==> src/rtl/bp_piton_fill_assembler.sv <==
`default_nettype none
// +----------------------------------------------------------------------------+
// | Module   : bp_piton_fill_assembler                                         |
// | Purpose  : Collects a header flit plus payload flits into one wide cache   |
// |            fill and hands it to the cache engine over valid/yumi.          |
// | Revision : 1.0  initial release                                            |
// +----------------------------------------------------------------------------+
module bp_piton_fill_assembler #(
  parameter int flit_width_p = 64,
  parameter int fill_width_p = 256,
  parameter int len_width_p  = 8
) (
  input  logic                    clk_i,
  input  logic                    reset_n_i,
  input  logic [flit_width_p-1:0] flit_i,
  input  logic                    flit_v_i,
  output logic                    flit_ready_o,
  output logic                    fill_v_o,
  input  logic                    fill_yumi_i,
  output logic [fill_width_p-1:0] fill_data_o,
  output logic [7:0]              fill_type_o,
  output logic [7:0]              fill_mshr_o,
  output logic [len_width_p-1:0]  fill_len_o,
  output logic                    fill_overflow_o
);

  localparam int c_cap = fill_width_p / flit_width_p;

  localparam logic [1:0] c_st_hdr  = 2'd0;
  localparam logic [1:0] c_st_data = 2'd1;
  localparam logic [1:0] c_st_send = 2'd2;

  localparam logic [len_width_p-1:0] c_one = {{(len_width_p-1){1'b0}}, 1'b1};

  logic [1:0]              r_state;
  logic [1:0]              w_state_next;
  logic [len_width_p-1:0]  r_k;
  logic [len_width_p-1:0]  r_len;
  logic [7:0]              r_type;
  logic [7:0]              r_mshr;
  logic                    r_ovf;
  logic [fill_width_p-1:0] r_data;

  logic                    w_accept;
  logic                    w_last;
  logic                    w_store;
  logic [len_width_p-1:0]  w_k_next;
  logic [len_width_p-1:0]  w_hdr_len;

  assign w_hdr_len = flit_i[8 +: len_width_p];
  assign w_accept  = flit_v_i & flit_ready_o;
  assign w_k_next  = r_k + c_one;
  assign w_last    = (w_k_next == r_len);
  // Beats beyond the fill capacity are consumed but never stored.
  assign w_store   = (int'(r_k) < c_cap);

  always_ff @(posedge clk_i) begin
    if (!reset_n_i) begin
      r_state <= c_st_hdr;
    end else begin
      r_state <= w_state_next;
    end
  end

  always_comb begin
    w_state_next = r_state;
    case (r_state)
      c_st_hdr: begin
        if (w_accept) begin
          w_state_next = (w_hdr_len == '0) ? c_st_send : c_st_data;
        end
      end
      c_st_data: begin
        if (w_accept && w_last) begin
          w_state_next = c_st_send;
        end
      end
      c_st_send: begin
        if (fill_yumi_i) begin
          w_state_next = c_st_hdr;
        end
      end
      default: w_state_next = c_st_hdr;
    endcase
  end

  // Ready is gated by reset so nothing is taken while the block is held.
  always_comb begin
    flit_ready_o = reset_n_i && (r_state != c_st_send);
    fill_v_o     = (r_state == c_st_send);
  end

  always_ff @(posedge clk_i) begin
    if (!reset_n_i) begin
      r_k    <= '0;
      r_len  <= '0;
      r_type <= '0;
      r_mshr <= '0;
      r_ovf  <= 1'b0;
      r_data <= '0;
    end else if (w_accept && (r_state == c_st_hdr)) begin
      r_type <= flit_i[7:0];
      r_len  <= w_hdr_len;
      r_mshr <= flit_i[23:16];
      r_ovf  <= 1'b0;
      r_data <= '0;
      r_k    <= '0;
    end else if (w_accept && (r_state == c_st_data)) begin
      r_k <= w_k_next;
      if (w_store) begin
        for (int i = 0; i < c_cap; i++) begin
          if (int'(r_k) == i) begin
            r_data[i*flit_width_p +: flit_width_p] <= flit_i;
          end
        end
      end else begin
        r_ovf <= 1'b1;
      end
    end
  end

  assign fill_data_o     = r_data;
  assign fill_type_o     = r_type;
  assign fill_mshr_o     = r_mshr;
  assign fill_len_o      = r_len;
  assign fill_overflow_o = r_ovf;

endmodule
`default_nettype wire

==> config.mk <==
export PLATFORM = sky130hd
export DESIGN_NAME = bp_piton_fill_assembler
export DESIGN_NICKNAME = d
export VERILOG_FILES = /design/src/rtl/bp_piton_fill_assembler.sv
export SDC_FILE = /design/constraint.sdc
export NUM_CORES = 1
export LEC_CHECK = 0
export BUFFER_PORTS_ARGS = -buffer_cell sky130_fd_sc_hd__buf_2
export CAP_MARGIN = 20
export CORE_MARGIN = 2
export CORE_UTILIZATION = 30
export CTS_BUF_LIST = sky130_fd_sc_hd__clkbuf_4 sky130_fd_sc_hd__clkbuf_8
export CTS_CLUSTER_SIZE = 40
export DETAILED_ROUTE_END_ITERATION = 12
export GPL_ROUTABILITY_DRIVEN = 0
export GPL_TIMING_DRIVEN = 1
export PLACE_DENSITY = 0.5
export SLEW_MARGIN = 20
export SYNTH_ARGS = -nofsm -noshare
export SYNTH_HDL_FRONTEND = slang
export SYNTH_SLANG_ARGS = --single-unit
export TNS_END_PERCENT = 5
==> constraint.sdc <==
create_clock -name clk_i -period 3.75 [get_ports clk_i]
set_input_delay 0.5625 -clock clk_i [delete_from_list [all_inputs] [get_ports clk_i]]
set_output_delay 0.5625 -clock clk_i [all_outputs]
set_load 0.05 [all_outputs]
; After elaboration in Yosys (flattened, before gate mapping)
; Index checks and enable logic that the tools add are counted.
[classes]
add_sub_neg = 1
order_cmp = 1
n_eq_ne = 10
mux = 5
bitwise_logic = 3
reduce_logical = 14
[op_table]
columns = operator, n
row1 = == test 8 x 3 -> 1 bit (second input constant), 2
row2 = logical NOT 8 bit, 2
row3 = AND reduction 3 bit, 5
row4 = adder 8 x 1 -> 8 bit (second input constant), 1
row5 = == test 8 x 2 -> 1 bit (second input constant), 1
row6 = == test 8 bit, 1
row7 = < comparator 8 x 3 -> 1 bit (second input constant), 1
row8 = two-way mux 2 bit, 4
row9 = != test 2 bit (second input constant), 3
row10 = one-hot mux 2 bit (3 select lines), 1
row11 = logical AND 1 bit, 4
row12 = == test 2 x 1 -> 1 bit (second input constant), 1
row13 = == test 2 bit (second input constant), 1
row14 = logical NOT 2 bit, 1
row15 = != test 2 x 1 -> 1 bit (second input constant), 1
row16 = NOT 1 bit, 2
row17 = AND reduction 2 bit, 1
row18 = OR reduction 2 bit, 1
row19 = AND 1 bit, 1
[word_totals]
regBits = 291
input_bits = 68
out_inout_bits = 283
word_cells = 44

; Depth between registers and ports, before layout
; Gate-level depths: netlist of the first run.
[depth]
ltp_word = 6
depth_mapped = 9
mapped_depth_nobuf = 7

; Least setup slack after synthesis of the first run
; Ideal clock, no wire load.
[synth_path]
path_type = input to output
from = in reset_n_i
to = out flit_ready_o
t_arrival_ns = 1.455
t_required_ns = 3.188
setup_slack_ns = 1.732
stages = 3
path_buffers = 2
cell_sequence = clkbuf_1 > clkbuf_1 > and2_1
[synth_between]
elab_chain_cells = 1
[synth_rtl]
columns = item, line_no
row1 = "start, declared", 14  ; input logic reset_n_i,
row2 = logical AND 1 bit, 89  ; flit_ready_o = reset_n_i && (r_state != c_st_send);
row3 = "end, declared", 17  ; output logic flit_ready_o,
; No other way between the ends.

; Final worst setup path of the first run
[layout_path]
from = reg r_state[0]
to = reg r_data[185] (netlist: fill_data_o[185])
[layout_between]
elab_chain_cells = 5
word_cells_on_any_way = 9
cone_classes = 2 x eq/ne / 1 x bitwise / 6 x reduce/logical
[layout_rtl]
columns = item, line_no
row1 = "start, declared", 35  ; logic [1:0] r_state;
row2 = "start signal, assigned", 59  ; r_state <= c_st_hdr;
row3 = "start signal, assigned", 61  ; r_state <= w_state_next;
row4 = != test 2 bit, 89
row5 = logical AND 1 bit, 89
row6 = AND 1 bit, 51  ; assign w_accept = flit_v_i & flit_ready_o;
row7 = "logical AND 1 bit, on equally long branches", "108, 101"
row8 = AND reduction 3 bit (no source line) or OR reduction 2 bit (tied branches), -
row9 = "end signal, assigned by index", 113  ; r_data[i*flit_width_p +: flit_width_p] <= flit_i;
row10 = "end, declared", 42  ; logic [fill_width_p-1:0] r_data;
; Several ways; a longest one is shown, not always the timed one.
; A chain may end at the register's enable or synchronous reset.

==> impl_metrics.json, run 1 <==
{
  "synthCells": 1323,
  "synthMuxAreaShare_pct": 0,
  "synth_area_per_cell_sq_um": 8.01,
  "nets": 1719,
  "post-route-period-util_pct": 68.6,
  "power.leakage_nw": 5.64,
  "worst-path-buf-inv": 0,
  "cp-end-kind": "flop",
  "cts_tree": "built",
  "yosys.area_share.simple_pct": 22.8,
  "met2_length_mm": 16.8,
  "worst_pin_slew_ps": 945,
  "synthAdderAreaFrac_pct": 0.472,
  "cts_setup_buffers": 0,
  "multi_input_area_sq_mm": 0.00420,
  "cp.required_ps": 4270,
  "grt_pass1_vias": 9526,
  "hold_start": "flit_v_i",
  "drv_cap": 0,
  "cpPeakStageDelay_ps": 790,
  "drv_slew": 0,
  "antenna_cells": 0,
  "cts.sinks": 291,
  "via_per_inst": 4.65,
  "drc": 0,
  "start_util_pct": 30.5,
  "path_cells": "and4b_1 -> and4_1 -> and2_4 -> nand2_1 -> a21oi_1",
  "setup_viol": 0,
  "wl_met1_mm": 16.9,
  "grt_pass1_wl_mm": 56.6,
  "grt_max_degree": 81,
  "ys_warn_count": 0,
  "holdWs_ps": 230,
  "arrival_ps": 3090,
  "clock_path_buffers": 3,
  "core-area_sq_mm": 0.0347,
  "max-slew-margin-rel_pct": 37.0,
  "period_minus_slack_ps": 2570,
  "hold_depth": 2,
  "rows": 68,
  "wl_per_cell_microns": 17.5,
  "hold_viol": 0,
  "final_area_sq_mm": 0.0136,
  "wirelength_mm": 37.5,
  "io_pins": 351,
  "clock_latency_ps": 600,
  "synth_compound_area_share_pct": 14.8,
  "wl_met3_mm": 2.86,
  "ys_ff_latch": 291,
  "place_area_sq_mm": 0.0125,
  "vias": 9950,
  "die_w_microns": 192,
  "final_cell_mix": "nand2_1 (571), buf_2 (350), dfxtp_1 (291)",
  "first_pass_iters": 5,
  "regArea_sq_mm": 0.00583,
  "cp_num_cells": 5,
  "netlist_area_sq_mm": 0.0106,
  "cp_max_fo": 64,
  "grt_overflow": 0,
  "synth_top_family_by_area": "simple AND/OR/NAND/NOR gates",
  "r2r_start": "r_state[0]",
  "htree_levels": 2,
  "numCtsBuffers": 50,
  "worstSetupPathType": "reg -> reg",
  "critPathSlowestCell": "and2_4",
  "fin_tns_setup_ps": 0,
  "grt_setup_unrepaired": "false",
  "worst_r2r_path_depth": 5,
  "die_h_microns": 192,
  "utilization_pct": 39.2,
  "skew_ps": 19.2,
  "numPortBuffers": 350,
  "path_clk_slew_ps": 60,
  "synth.distinct_cells": 38,
  "drive_above_1_share_pct": 28.2,
  "syn_to_final_growth_pct": 28.4,
  "hpwl_mm": 24.2,
  "hp-class": "in -> reg",
  "synth_nets": 1395,
  "ir_drop_uv": 243,
  "postCtsHoldBufs": 0,
  "maxUsedRoutingLayer": "met4",
  "cts_root_buf": "clkbuf_8",
  "antenna_found_initial": 0,
  "outcome": "finished clean",
  "dr.first_iter.drc_count": 503,
  "postRouteAntennaNets": 0,
  "clock.fmax_ghz": 0.389,
  "final_common_cell": "nand2_1",
  "cts-resized-gates": 0,
  "synthXorXnorAreaFrac_pct": 1.49,
  "grtUsageTotal_pct": 20.0,
  "ys_seq_area_share_pct": 54.9,
  "crit_family": "simple AND/OR/NAND/NOR gates",
  "power_density_mw_per_mm2": 490,
  "dieArea_sq_mm": 0.0369,
  "critPathLaunchType": "flop",
  "fillers": 3718,
  "critPathLaunch": "r_state[0]"
}
==> metrics by stage <==
stage	cells	total power, W	setup WS (ps)
after CTS	2142	0.00678	1210
after global routing	2142	0.00695	950
after detailed placement	2050	0.00363	921
final	2142	0.00668	1180
after floorplan	1323	0.00346	1730
after global placement	2050	0.00363	967
==> routing by layer <==
metal	vias to the layer above	GRT usage, %
met2	331	31.5
met3	59	6.03
met1	4641	26.2
met4	0	6.11
li1	4919	-
met5	-	0
==> Yosys cell counts <==
master    number  area (sq um)
nand2b_1       1          6.26
nor2_2         1          6.26
a21oi_1      258          1290
nand3_1        6          30.0
nor4_1         3          18.8
buf_1          8          30.0
clkbuf_1      25          93.8
o22ai_1        1          6.26
a41oi_1        1          8.76
buf_4          2          15.0
nand4_1        2          12.5
dfxtp_1      291          5830
ha_1           4          50.1
o32a_1         1          10.0
a21boi_0      24           180
a31oi_1        1          6.26
and2_4         3          26.3
o21ai_0        2          10.0
nand3b_1       1          7.51
nand4b_1       1          8.76
buf_2         38           190
or2_2          2          12.5
nor2_1        16          60.1
a21bo_2        1          10.0
and4_1         2          17.5
nor2b_1        2          12.5
a21oi_2        4          35.0
nand2_1      572          2150
xnor2_1       10          87.6
or3b_2         1          8.76
and4b_1        1          10.0
buf_6         18           203
and2_1         2          12.5
buf_8          3          45.0
xor2_1         8          70.1
a211oi_1       1          7.51
nand2_2        3          18.8
inv_1          3          11.3
==> sequential cells by signal, indices dropped and copies added, names as in the netlist <==
| name | cells |
|---|---|
| fill_overflow_o | 1 |
| fill_type_o | 8 |
| fill_mshr_o | 8 |
| r_k | 8 |
| fill_data_o | 256 |
| r_state | 2 |
| fill_len_o | 8 |
==> layout make-up <==
class                           count  area share, %
Clock inverter                      8          0.496
Timing Repair Buffer              366           14.0
Tap cell                          455           4.18
Clock buffer                       84           7.57
Inverter                            3         0.0827
Sequential cell                   291           42.8
Multi-Input combinational cell    935           30.9
==> kinds of logic after synthesis <==
family          after synthesis
simple gates                619
compound gates              294
flops                       291
buf+inv                      97
fa+ha+maj                     4
xor+xnor                     18
==> power breakdown <==
part           switching, W  total (W)  internal, W
Clock               0.00132    0.00312      0.00180
Sequential        0.0000207    0.00314      0.00312
Combinational      0.000322   0.000417    0.0000954
==> final timing paths <==
kind                            to  slack (ps)
setup / recovery  fill_data_o[185]        1180
hold / removal          r_state[0]         230
setup reg to reg  fill_data_o[185]        1180
hold reg to reg   fill_data_o[157]         450
Power figures use the tool's default switching activity.
==> run 2, diff against run 1 <==
--- a/config.mk
+++ b/config.mk
@@ -5,6 +5,7 @@
 export SDC_FILE = /design/constraint.sdc
 export NUM_CORES = 1
 export LEC_CHECK = 0
+export ABC_AREA = 1
 export BUFFER_PORTS_ARGS = -buffer_cell sky130_fd_sc_hd__buf_2
 export CAP_MARGIN = 20
 export CORE_MARGIN = 2
@@ -14,7 +15,7 @@
 export DETAILED_ROUTE_END_ITERATION = 12
 export GPL_ROUTABILITY_DRIVEN = 0
 export GPL_TIMING_DRIVEN = 1
-export PLACE_DENSITY = 0.5
+export PLACE_DENSITY = 0.52
 export SLEW_MARGIN = 20
 export SYNTH_ARGS = -nofsm -noshare
 export SYNTH_HDL_FRONTEND = slang
==> constraint.sdc (replaced) <==
create_clock -name clk_i -period 2.32 [get_ports clk_i]
set_input_delay 0.348 -clock clk_i [delete_from_list [all_inputs] [get_ports clk_i]]
set_output_delay 0.348 -clock clk_i [all_outputs]
set_load 0.05 [all_outputs]
==> impl_metrics.json, run 2 <==
{
  "outcome": "finished clean",
  "drv_cap": 0,
  "drc": 0,
  "nets": 1744,
  "dr.first_iter.drc_count": 568,
  "endpoint": "fill_data_o[18]",
  "grt_pass1_wl_mm": 52.6,
  "fillers": 3649,
  "dieArea_sq_mm": 0.0362,
  "grtUsageMet3_pct": 5.36,
  "ir_drop_uv": 416,
  "grtUsageTotal_pct": 18.7,
  "cts_root_buf": "clkbuf_8",
  "cp.required_ps": 2820,
  "arrival_ps": 2490,
  "synthCells": 1331,
  "numPortBuffers": 350,
  "die_w_microns": 190,
  "drive_above_1_share_pct": 27.9,
  "hold_depth": 3,
  "synth.distinct_cells": 26,
  "final_cell_mix": "nor2_1 (462), buf_2 (350), dfxtp_1 (291)",
  "power.leakage_nw": 6.16,
  "antenna_found_initial": 2,
  "wl_per_cell_microns": 16.3,
  "numCtsBuffers": 51,
  "netlist_top_cells_area": "dfxtp_1 (56%), nor2_1 (17%), o21ai_0 (11%)",
  "largest_reg_flops": 256,
  "hp-class": "in -> reg",
  "ys_warn_count": 0,
  "io_pins": 351,
  "cpPeakStageDelay_ps": 410,
  "total_power_w": 0.0110,
  "r2r_start": "r_state[0]",
  "synth_most_common_cell": "nor2_1",
  "period_minus_slack_ps": 1980,
  "postRouteAntennaNets": 0,
  "vias": 9775,
  "rows": 68,
  "max-slew-margin-rel_pct": 59.1,
  "syn_to_final_growth_pct": 31.4,
  "grt_overflow": 0,
  "grt.met1_usage_pct": 23.8,
  "worst_r2r_path_depth": 9,
  "synth_top_cell_by_area": "dfxtp_1",
  "cts_tree": "built",
  "synth_top_area_share_pct": 56.0,
  "timing.rr.end": "fill_data_o[18]",
  "holdWs_ps": 64.7,
  "synthFlopType": "dfxtp_1",
  "start_util_pct": 30.3,
  "async_reset_ff_share_pct": 0,
  "path_clk_slew_ps": 60,
  "fin_tns_setup_ps": 0,
  "hpwl_mm": 23.9,
  "synth_area_per_cell_sq_um": 7.82,
  "htree_levels": 2,
  "critPathLaunch": "r_state[0]",
  "cp-end-kind": "flop",
  "cts.sinks": 291,
  "critPathLaunchType": "flop",
  "skew_ps": 23.8,
  "grt-busiest-layer": "met2",
  "worst_pin_slew_ps": 614,
  "utilization_pct": 39.8,
  "power_density_mw_per_mm2": 807,
  "hold_viol": 0,
  "final_common_cell": "nor2_1",
  "post-route-period-util_pct": 85.5,
  "cts_setup_buffers": 0,
  "path_cells": "inv_1 -> nor2_1 -> nand2_4 -> nor2_8 -> nand2_2 -> inv_2 -> buf_4 -> nor2_1 -> nor2_1",
  "clock.fmax_ghz": 0.504,
  "clock_path_buffers": 3,
  "grt_util_met2_pct": 30.0,
  "first_pass_iters": 4,
  "via_per_inst": 4.53,
  "core-area_sq_mm": 0.0344,
  "netlist_area_sq_mm": 0.0104,
  "ys_seq_area_share_pct": 56.0,
  "clock_latency_ps": 590,
  "r2r_slack_ps": 340,
  "synth_edf_count": 0,
  "worstSetupPathType": "reg -> reg",
  "wirelength_mm": 35.2,
  "die_h_microns": 190,
  "drv_slew": 0,
  "setup_viol": 0,
  "critPathSlowestCell": "dfxtp_1",
  "grt_pass1_vias": 8893,
  "cpMostUsedCell": "nor2_1",
  "cp_max_fo": 35,
  "ys_ff_latch": 291,
  "synth_common_cells": "nor2_1 (462), dfxtp_1 (291), o21ai_0 (238)",
  "grt_max_degree": 70,
  "synth_nets": 1403,
  "grt_setup_unrepaired": "false"
}
==> run 2: cell count changes in the layout (fill, tap and decap cells not counted), sizes merged, moves of 8 or more <==
cell	change
inv	+53
xnor2	-9
a21oi	-196
o21ai	+284
xor2	-8
buf	+9
a21boi	-24
nand2	-530
nand3	+14
nor2	+448
==> run 2: through the flow <==
stage	std cells	worst slack, ps	cell area, sq um
after CTS	2157	307	13700
after floorplan	1331	400	10400
after global routing	2158	136	13700
final	2159	337	13700
after global placement	2072	387	12600
after detailed placement	2072	364	12600
==> run 2: cell families (layout without fill, tap and decap cells) <==
group	count (synthesis)	after routing	synth area share (%)
buf+inv	145	516	6.18
other cells	0	2	0
fa+ha+maj	4	4	0.481
compound gates	354	354	17.1
flops	291	291	56.0
simple gates	536	536	20.2
xor+xnor	1	1	0.0842
==> run 2: layout make-up <==
| cell class | instances | area [sq um] | share of cell area, % |
|---|---|---|---|
| flip-flops and latches | 291 | 5830 | 42.6 |
| multi-input cells | 895 | 3940 | 28.8 |
| repair buffers | 377 | 2060 | 15.1 |
| clock buffers | 79 | 1020 | 7.45 |
| well taps | 455 | 569 | 4.16 |
| inverters | 56 | 215 | 1.57 |
| clock inverters | 4 | 45.0 | 0.329 |
| diodes | 2 | 5.00 | 0.0366 |
==> run 2: critical path: cells and delay by family, from the launching register on <==
| kind | cells | cell delay [ps] |
|---|---|---|
| and+or+nand+nor | 6 | 870 |
| buffers and inverters | 3 | 610 |
| DFF | 1 | 410 |
==> run 2: layer usage <==
layer	vias to the layer above	part of all wire (%)
met2	307	45
li1	4986	-
met5	-	0
met3	59	7.3
met4	0	2.9
met1	4423	44
==> run 2: how the worst min path moves through the flow <==
stage,start,to
final,flit_i[28],fill_data_o[92]
after global routing,flit_i[28],fill_data_o[92]
after CTS,flit_i[28],fill_data_o[92]
after detailed placement,fill_type_o[2],fill_type_o[2]
after global placement,fill_mshr_o[5],fill_mshr_o[5]
after floorplan,r_k[4],r_k[4]
==> run 2: power breakdown <==
| group | internal, W | total, W | switching [W] |
|---|---|---|---|
| registers | 0.00508 | 0.00513 | 0.0000475 |
| clock network | 0.00286 | 0.00492 | 0.00205 |
| logic | 0.000264 | 0.000987 | 0.000723 |
==> run 2: repair_timing <==
item	4_1_cts	5_1_grt
gates resized for setup	0	0
hold endpoints to repair	2	0
hold buffers	2	0
==> run 3, diff against run 2 <==
==> constraint.sdc (replaced) <==
create_clock -name clk_i -period 2.32 [get_ports clk_i]
set_input_delay 0.116 -clock clk_i [delete_from_list [all_inputs] [get_ports clk_i]]
set_output_delay 0.116 -clock clk_i [all_outputs]
set_load 0.05 [all_outputs]
==> impl_metrics.json, run 3 (synthesis results as in run 2) <==
{
  "dieArea_sq_mm": 0.0362,
  "cp.required_ps": 2830,
  "hp-class": "in -> reg",
  "numCtsBuffers": 50,
  "syn_to_final_growth_pct": 38.1,
  "postRouteAntennaNets": 0,
  "rows": 68,
  "final_cell_mix": "nor2_1 (462), buf_2 (350), dfxtp_1 (291)",
  "dr.first_iter.drc_count": 512,
  "grt_pass1_wl_mm": 53.4,
  "hold_start": "flit_v_i",
  "utilization_pct": 41.8,
  "core-area_sq_mm": 0.0344,
  "period_minus_slack_ps": 1920,
  "worst_pin_slew_ps": 636,
  "power.leakage_nw": 6.45,
  "cts_root_buf": "clkbuf_8",
  "power_density_mw_per_mm2": 784,
  "worstSetupPathType": "reg -> reg",
  "grt_util_met2_pct": 31.1,
  "hpwl_mm": 24.0,
  "grtUsageTotal_pct": 18.9,
  "first_pass_iters": 5,
  "grt.met1_usage_pct": 23.8,
  "r2r_slack_ps": 400,
  "drc": 0,
  "grt_setup_unrepaired": "false",
  "cp_max_fo": 56,
  "clock.fmax_ghz": 0.521,
  "nets": 1803,
  "hold_viol": 0,
  "wirelength_mm": 35.7,
  "die_w_microns": 190,
  "arrival_ps": 2430,
  "cts-resized-gates": 0,
  "final_common_cell": "nor2_1",
  "outcome": "finished clean",
  "grt-busiest-layer": "met2",
  "ir_drop_uv": 393,
  "drv_slew": 0,
  "timing.rr.end": "fill_data_o[240]",
  "critPathLaunchType": "flop",
  "largest_reg_flops": 256,
  "vias": 10100,
  "die_h_microns": 190,
  "antenna_cells": 0,
  "clock_latency_ps": 610,
  "grt_max_degree": 73,
  "postCtsHoldBufs": 66,
  "grtUsageMet3_pct": 4.71,
  "clock_path_buffers": 3,
  "numPortBuffers": 350,
  "cts_setup_buffers": 0,
  "cp-end-kind": "flop",
  "r2r_start": "r_state[1]",
  "start_util_pct": 30.3,
  "antenna_found_initial": 0,
  "setup_ws_ps": 400,
  "htree_levels": 2,
  "cts_tree": "built",
  "drv_cap": 0,
  "path_clk_slew_ps": 60,
  "io_pins": 351,
  "pre_cts_ws_ps": 397,
  "fillers": 3604,
  "max-slew-margin-rel_pct": 57.6,
  "wl_per_cell_microns": 16.0,
  "hold_depth": 5,
  "fin_tns_setup_ps": 0,
  "cts.sinks": 291,
  "grt_pass1_vias": 9342,
  "grt_overflow": 0,
  "drive_above_1_share_pct": 27.1,
  "holdPathEnd": "r_k[1]",
  "via_per_inst": 4.52,
  "post-route-period-util_pct": 82.8,
  "setup_viol": 0,
  "worst_r2r_path_depth": 11,
  "skew_ps": 31.6
}
-- run 3: through the flow --
stage | cells | hold WS, ps | area, sq um | total power (W)
floorplan | 1331 | 254 | 10400 | 0.00589
global placement | 2068 | 393 | 12600 | 0.00622
detailed placement | 2068 | 400 | 12600 | 0.00623
CTS | 2227 | 5.27 | 14400 | 0.0114
global route | 2227 | 48.4 | 14400 | 0.0117
finish | 2227 | 42.8 | 14400 | 0.0113
-- run 3: per-layer routing --
metal | up-vias | wire (microns)
met5 | - | 0
met4 | 0 | 1150
met3 | 72 | 2640
met2 | 346 | 16400
met1 | 4537 | 15500
li1 | 5108 | -
-- run 3: worst max-delay path by stage --
stage / from / to / slack (ps) / cells past startpoint
finish: r_state[1] / fill_data_o[240] / 400 / 11
global route: r_k[4] / fill_data_o[11] / 190 / 10
CTS: r_state[0] / fill_data_o[133] / 400 / 9
detailed placement: r_state[0] / fill_data_o[74] / 400 / 9
global placement: r_k[4] / fill_data_o[13] / 450 / 10
floorplan: r_state[0] / fill_data_o[152] / 400 / 11
-- run 3: power by group --
group          switching, W  internal [W]  leakage, nW  total [W]
Sequential        0.0000512       0.00508         2.35    0.00513
Clock               0.00213       0.00294        0.606    0.00507
Combinational      0.000736      0.000336         3.50    0.00107
-- run 3: worst max-delay path, stage by stage, from the launching register on --
cell and delay (ps):
dfxtp_1 370, inv_2 90, nor2_4 120, nor2_4 40
nand2_1 90, inv_2 70, nand2_4 120, nor2_8 60
nand2_2 70, buf_4 490, o21ai_0 170, nor2_1 110
-- run 3: area by class of cell --
| class | count | area, sq um | area share (%) |
|---|---|---|---|
| Timing Repair Buffer | 437 | 2700 | 18.8 |
| Tap cell | 455 | 569 | 3.96 |
| Sequential cell | 291 | 5830 | 40.5 |
| Inverter | 56 | 215 | 1.50 |
| Multi-Input combinational cell | 895 | 3940 | 27.4 |
| Clock buffer | 86 | 1080 | 7.54 |
| Clock inverter | 7 | 42.5 | 0.296 |
